<file path="src/rtl/percept_core.sv">
// percept_core
// ------------
// Bit-serial perceptron multiply-accumulate node. Operands are shifted in
// MSB-first on a single wire (weight first, then input). Each MAC cycle adds
// the signed product weight*input into an accumulator. The accumulator is
// read back MSB-first on a single registered output wire, and the readout
// destroys the value.
//
// Optional feature: define PERCEPT_SAT_EN to make the MAC saturate instead of
// wrap. Without it, accumulation wraps modulo 2^ACC_WIDTH and no clamp logic
// exists.
//
// Parameters:
//   WIDTH       operand width (weight and input), signed two's complement
//   ACC_WIDTH   accumulator width, must be >= 2*WIDTH
//
// Ports:
//   clk          system clock, all state updates on the rising edge
//   nRst         synchronous reset, active HIGH despite the name
//   shift_in     shift data_in into the operand chain
//   shift_out    shift one accumulator bit out to data_out
//   mul_and_acc  accumulator += weight*input
//   data_in      serial operand bit, MSB-first, weight first
//   data_out     registered serial accumulator bit, MSB-first
//
// When several controls are high together, only the highest-priority one acts:
// nRst, then shift_in, then mul_and_acc, then shift_out.

module percept_core #(
  parameter int WIDTH     = 32,
  parameter int ACC_WIDTH = 64
) (
  input  logic clk,
  input  logic nRst,
  input  logic shift_in,
  input  logic shift_out,
  input  logic mul_and_acc,
  input  logic data_in,
  output logic data_out
);

  localparam int CW = 2 * WIDTH;

  logic [CW-1:0]               r_opchain;
  logic [ACC_WIDTH-1:0]        r_acc;
  logic                        r_data_out;

  logic signed [WIDTH-1:0]     w_weight;
  logic signed [WIDTH-1:0]     w_input;
  logic signed [CW-1:0]        w_weight_ext;
  logic signed [CW-1:0]        w_input_ext;
  logic signed [CW-1:0]        w_product;
  logic signed [ACC_WIDTH-1:0] w_product_ext;
  logic [ACC_WIDTH-1:0]        w_sum;
  logic [ACC_WIDTH-1:0]        w_acc_next;

  // The oldest bits sit at the top of the chain, so after a full load the
  // weight occupies the upper half and the input the lower half.
  assign w_weight = r_opchain[CW-1:WIDTH];
  assign w_input  = r_opchain[WIDTH-1:0];

  // Both operands are widened to the full product width before multiplying
  // so the product is exact; the product is then sign-extended to the
  // accumulator width.
  assign w_weight_ext  = CW'(w_weight);
  assign w_input_ext   = CW'(w_input);
  assign w_product     = w_weight_ext * w_input_ext;
  assign w_product_ext = ACC_WIDTH'(w_product);
  assign w_sum         = r_acc + w_product_ext;

`ifdef PERCEPT_SAT_EN
  // Saturating add: overflow is only possible when both addends share a sign
  // and the wrapped sum comes out with the opposite sign.
  always_comb begin
    w_acc_next = w_sum;
    if (!r_acc[ACC_WIDTH-1] && !w_product_ext[ACC_WIDTH-1] && w_sum[ACC_WIDTH-1]) begin
      w_acc_next = {1'b0, {(ACC_WIDTH-1){1'b1}}};
    end else if (r_acc[ACC_WIDTH-1] && w_product_ext[ACC_WIDTH-1] && !w_sum[ACC_WIDTH-1]) begin
      w_acc_next = {1'b1, {(ACC_WIDTH-1){1'b0}}};
    end
  end
`else
  // Plain wrap-around accumulation.
  assign w_acc_next = w_sum;
`endif

  // Single state process so the priority chain is explicit: exactly one
  // operation happens per cycle and everything else holds its value.
  always_ff @(posedge clk) begin
    if (nRst) begin
      r_opchain  <= '0;
      r_acc      <= '0;
      r_data_out <= 1'b0;
    end else if (shift_in) begin
      r_opchain <= {r_opchain[CW-2:0], data_in};
    end else if (mul_and_acc) begin
      r_acc <= w_acc_next;
    end else if (shift_out) begin
      r_data_out <= r_acc[ACC_WIDTH-1];
      r_acc      <= {r_acc[ACC_WIDTH-2:0], 1'b0};
    end
  end

  assign data_out = r_data_out;

endmodule

</file>
<file path="config.mk">
export PLATFORM = sky130hd
export DESIGN_NAME = percept_core
export DESIGN_NICKNAME = d
export VERILOG_FILES = /design/src/rtl/percept_core.sv
export SDC_FILE = /design/constraint.sdc
export NUM_CORES = 2
export LEC_CHECK = 0
export BUFFER_PORTS_ARGS = -buffer_cell sky130_fd_sc_hd__buf_2
export CAP_MARGIN = 20
export CORE_UTILIZATION = 58
export CTS_CLUSTER_DIAMETER = 30
export DETAILED_ROUTE_END_ITERATION = 10
export PLACE_DENSITY = 0.77
export SLEW_MARGIN = 5
export SYNTH_ARGS = -nofsm -noshare
export SYNTH_HDL_FRONTEND = slang
export SYNTH_SLANG_ARGS = --single-unit
</file>
<file path="constraint.sdc">
create_clock -name clk -period 8.6 [get_ports clk]
set_input_delay 0.43 -clock clk [delete_from_list [all_inputs] [get_ports clk]]
set_output_delay 0.43 -clock clk [all_outputs]
set_load 0.005 [all_outputs]
</file>
==> results_dict.tcl <==
set metrics [dict create \
    p_total_mw 1.65 \
    p_leak_nw 24.6 \
    avgSynthCellArea_um2 9.27 \
    dr.pass1.iters 6 \
    grt_overflow 0 \
    drive_gt1_share_pct 4.24 \
    drc 0 \
    nets 6208 \
    status "finished, final reports clean" \
    grt_max_degree 68 \
    hold_viol 0 \
    vias_per_cell 5.54 \
    async_flop_share_pct 0 \
    tns_ns 0 \
    drt_iter0_markers 2266 \
    clock-root-buffer "clkbuf_16" \
    critPathRequiredTime_ns 9.01 \
    skew_ns 0.0294 \
    numCtsBuffers 17 \
    setup_violations 0 \
    fp.dieW_um 281 \
    die_height_um 281 \
    cts_tree "done" \
    critPathArrivalTime_ns 8.70 \
    path_depth 25 \
    initial_core_util_pct 58.6 \
    hold_class "input pin to flip-flop" \
    rsz0062_at_grt "no" \
    crit_path_frequent_cell "fa_1" \
    htreeDepth 4 \
    grt_pass1_vias 35300 \
    antenna_left 0 \
    hold_depth 3 \
    cp_max_fo 17 \
    yosys_warnings 0 \
    slowest_stage "dfxtp_1" \
    ys_ff_latch 129 \
    num_antenna_cells 0 \
    ir_worst_vdd_mv 0.169 \
    cts_setup_buffers 0 \
    yosysUniqueCellTypes 71 \
    ys_top_cells_by_area "fa_1 (53%), inv_1 (10%), and2_1 (6.3%), ha_1 (6.0%), dfxtp_1 (5.7%)" \
    grtUsageTotal_pct 30.5 \
    cts_hold_buf 0 \
    clk_path_buf_depth 2 \
    synth_area_um2 45300 \
    yosysTopAreaCell "fa_1" \
    worstMarginPinSlew_ns 1.12 \
    reg2reg_depth 25 \
    period_needed_ns 8.29 \
    p_per_area_nw_per_um2 34.8 \
    synth_top_flop_cell "dfxtp_1" \
    synthToLayoutAreaGrowth_pct 4.31 \
    wl_um 112000 \
    cp_num_buf_inv 5 \
    grt_antenna_before_repair 1 \
    max_cap_viol_count 0 \
    port_buffers 6 \
    vias 32300 \
    holdWs_ns 0.233 \
    path_delay_family "adder cells" \
    start_kind "flip-flop" \
    ys_seq_area_share_pct 5.70 \
    path_clk_slew_ns 0.09 \
    slew_viol_final 0 \
    routabilityCongestion 0.948 \
    cp-end-kind "flip-flop" \
    syn_inst 4889 \
    synth_top_area_share_pct 53.5 \
    synth-edff-count 0 \
    post_cts_resized 0 \
    cts_sinks 129 \
    core_area_um2 77300 \
    slowest_delay_ns 1.00 \
    num_rows 102 \
    crit_type "flip-flop to flip-flop" \
    ioPinCount 7 \
    die_area_um2 79200 \
    period_share_pct 96.4 \
    detail_route.wl_per_cell_um 19.2 \
    fmax_mhz 121 \
    fin_area_um2 47200 \
    grt_pass1_wl_um 186000 \
    relSlewSlack_pct 25.2 \
    place_area_um2 46600 \
    syn_nets 6323 \
    dp_hpwl_um 93200 \
    clk_latency_ns 0.51 \
    nFillCells 6380 \
]
layer usage:
metal,vias up,GRT usage (%),wire [um]
met5,-,0,0
met4,0,14.5,5570
met3,305,4.00,7200
met2,1268,53.2,58100
met1,16800,37.6,41000
li1,13900,-,-
metrics by stage:
stage | setup slack (ns) | instances | utilization (%)
floorplan | 0.0115 | 4889 | -
global placement | 0.533 | 5795 | 60.3
detailed placement | 0.407 | 5795 | 60.3
CTS | 0.402 | 5827 | 61.1
global route | 0.00163 | 5827 | 61.1
finish | 0.313 | 5827 | 61.1
logic make-up (layout without fill, tap and decap cells):
family | Yosys count | count (layout) | share of synthesized area [%]
AOI/OAI and AO/OA | 334 | 334 | 5.06
xor gates and xnor gates | 72 | 72 | 1.39
DFF | 129 | 129 | 5.70
buffers and inverters | 1536 | 1434 | 12.8
and+or+nand+nor | 1316 | 1316 | 13.9
adders and majority gates | 1428 | 1428 | 59.5
muxes | 74 | 74 | 1.64
cells in the mapped netlist (10+ instances only):
cell type and instances:
a211oi_1 18, a21o_1 41, a21oi_1 106, a221oi_1 13, a22oi_1 10, and2_1 453
and3_1 13, clkbuf_1 257, dfxtp_1 129, fa_1 1210, ha_1 218, inv_1 1261
mux2i_1 73, nand2_1 621, nand2b_1 11, nand3_1 25, nand4_1 15, nor2_1 146
o21ai_0 40, o21bai_1 11, o221ai_1 12, o22ai_1 11, xnor2_1 58, xor2_1 14
power by group:
| part | switching (mW) | internal (mW) |
|---|---|---|
| Clock | 0.368 | 0.436 |
| Sequential | 0.0101 | 0.608 |
| Combinational | 0.146 | 0.0776 |
area by class of cell:
type                    count  area, um2  share of cell area [%]
clock buffers              18        429                   0.908
clock inverters            14        169                   0.358
inverters                1261       4740                    10.0
multi-input cells        3224      36900                    78.2
flip-flops and latches    129       2580                    5.47
well taps                1040       1300                    2.75
repair buffers            141       1090                    2.30
worst register-to-register path: stages, from the launching register on:
cell       delay (ns)
dfxtp_1          1.00
buf_4            0.37
and2_1           0.18
fa_1             0.41
inv_1            0.07
fa_1             0.40
inv_1            0.08
fa_1             0.45
fa_1             0.53
fa_1             0.57
fa_1             0.45
fa_1             0.49
inv_1            0.05
fa_1             0.51
inv_1            0.05
ha_1             0.47
nand4_4          0.18
nor4_4           0.32
nand2_1          0.10
o221ai_2         0.20
nor2_2           0.12
o31ai_4          0.41
a21boi_4         0.14
o31ai_4          0.21
xnor2_1          0.11
a2111oi_2        0.34
cells in the final DEF (no fill, tap or decap), drive strengths merged, types with 4 or more instances in the layout:
| cell type | n |
|---|---|
| nand3 | 25 |
| a21oi | 107 |
| nor2b | 4 |
| fa | 1210 |
| xnor2 | 58 |
| o31ai | 8 |
| nor3 | 8 |
| nor2 | 147 |
| o211ai | 5 |
| o22ai | 11 |
| a221oi | 14 |
| a31oi | 8 |
| o221a | 5 |
| a22oi | 10 |
| nand2 | 622 |
| a21o | 41 |
| a211oi | 18 |
| inv | 1267 |
| buf | 141 |
| or3 | 7 |
| a311oi | 5 |
| nand4 | 16 |
| clkinvlp | 4 |
| o221ai | 13 |
| o21ai | 45 |
| clkbuf | 18 |
| ha | 218 |
| mux2i | 73 |
| o21bai | 11 |
| and2 | 453 |
| o21a | 4 |
| xor2 | 14 |
| and3 | 13 |
| nand2b | 11 |
| dfxtp | 129 |
flip-flops by register name, summed over array words and instances (netlist names):
| register | count |
|---|---|
| r_acc | 64 |
| r_opchain | 64 |
| data_out | 1 |
worst paths after layout:
check | start | to | slack (ns)
max | r_opchain[41] | r_acc[61] | 0.31
max reg2reg | r_opchain[41] | r_acc[61] | 0.31
min | data_in | r_opchain[0] | 0.23
min reg2reg | r_acc[62] | r_acc[62] | 0.45
Note: power is estimated with default switching activity, not from simulation.
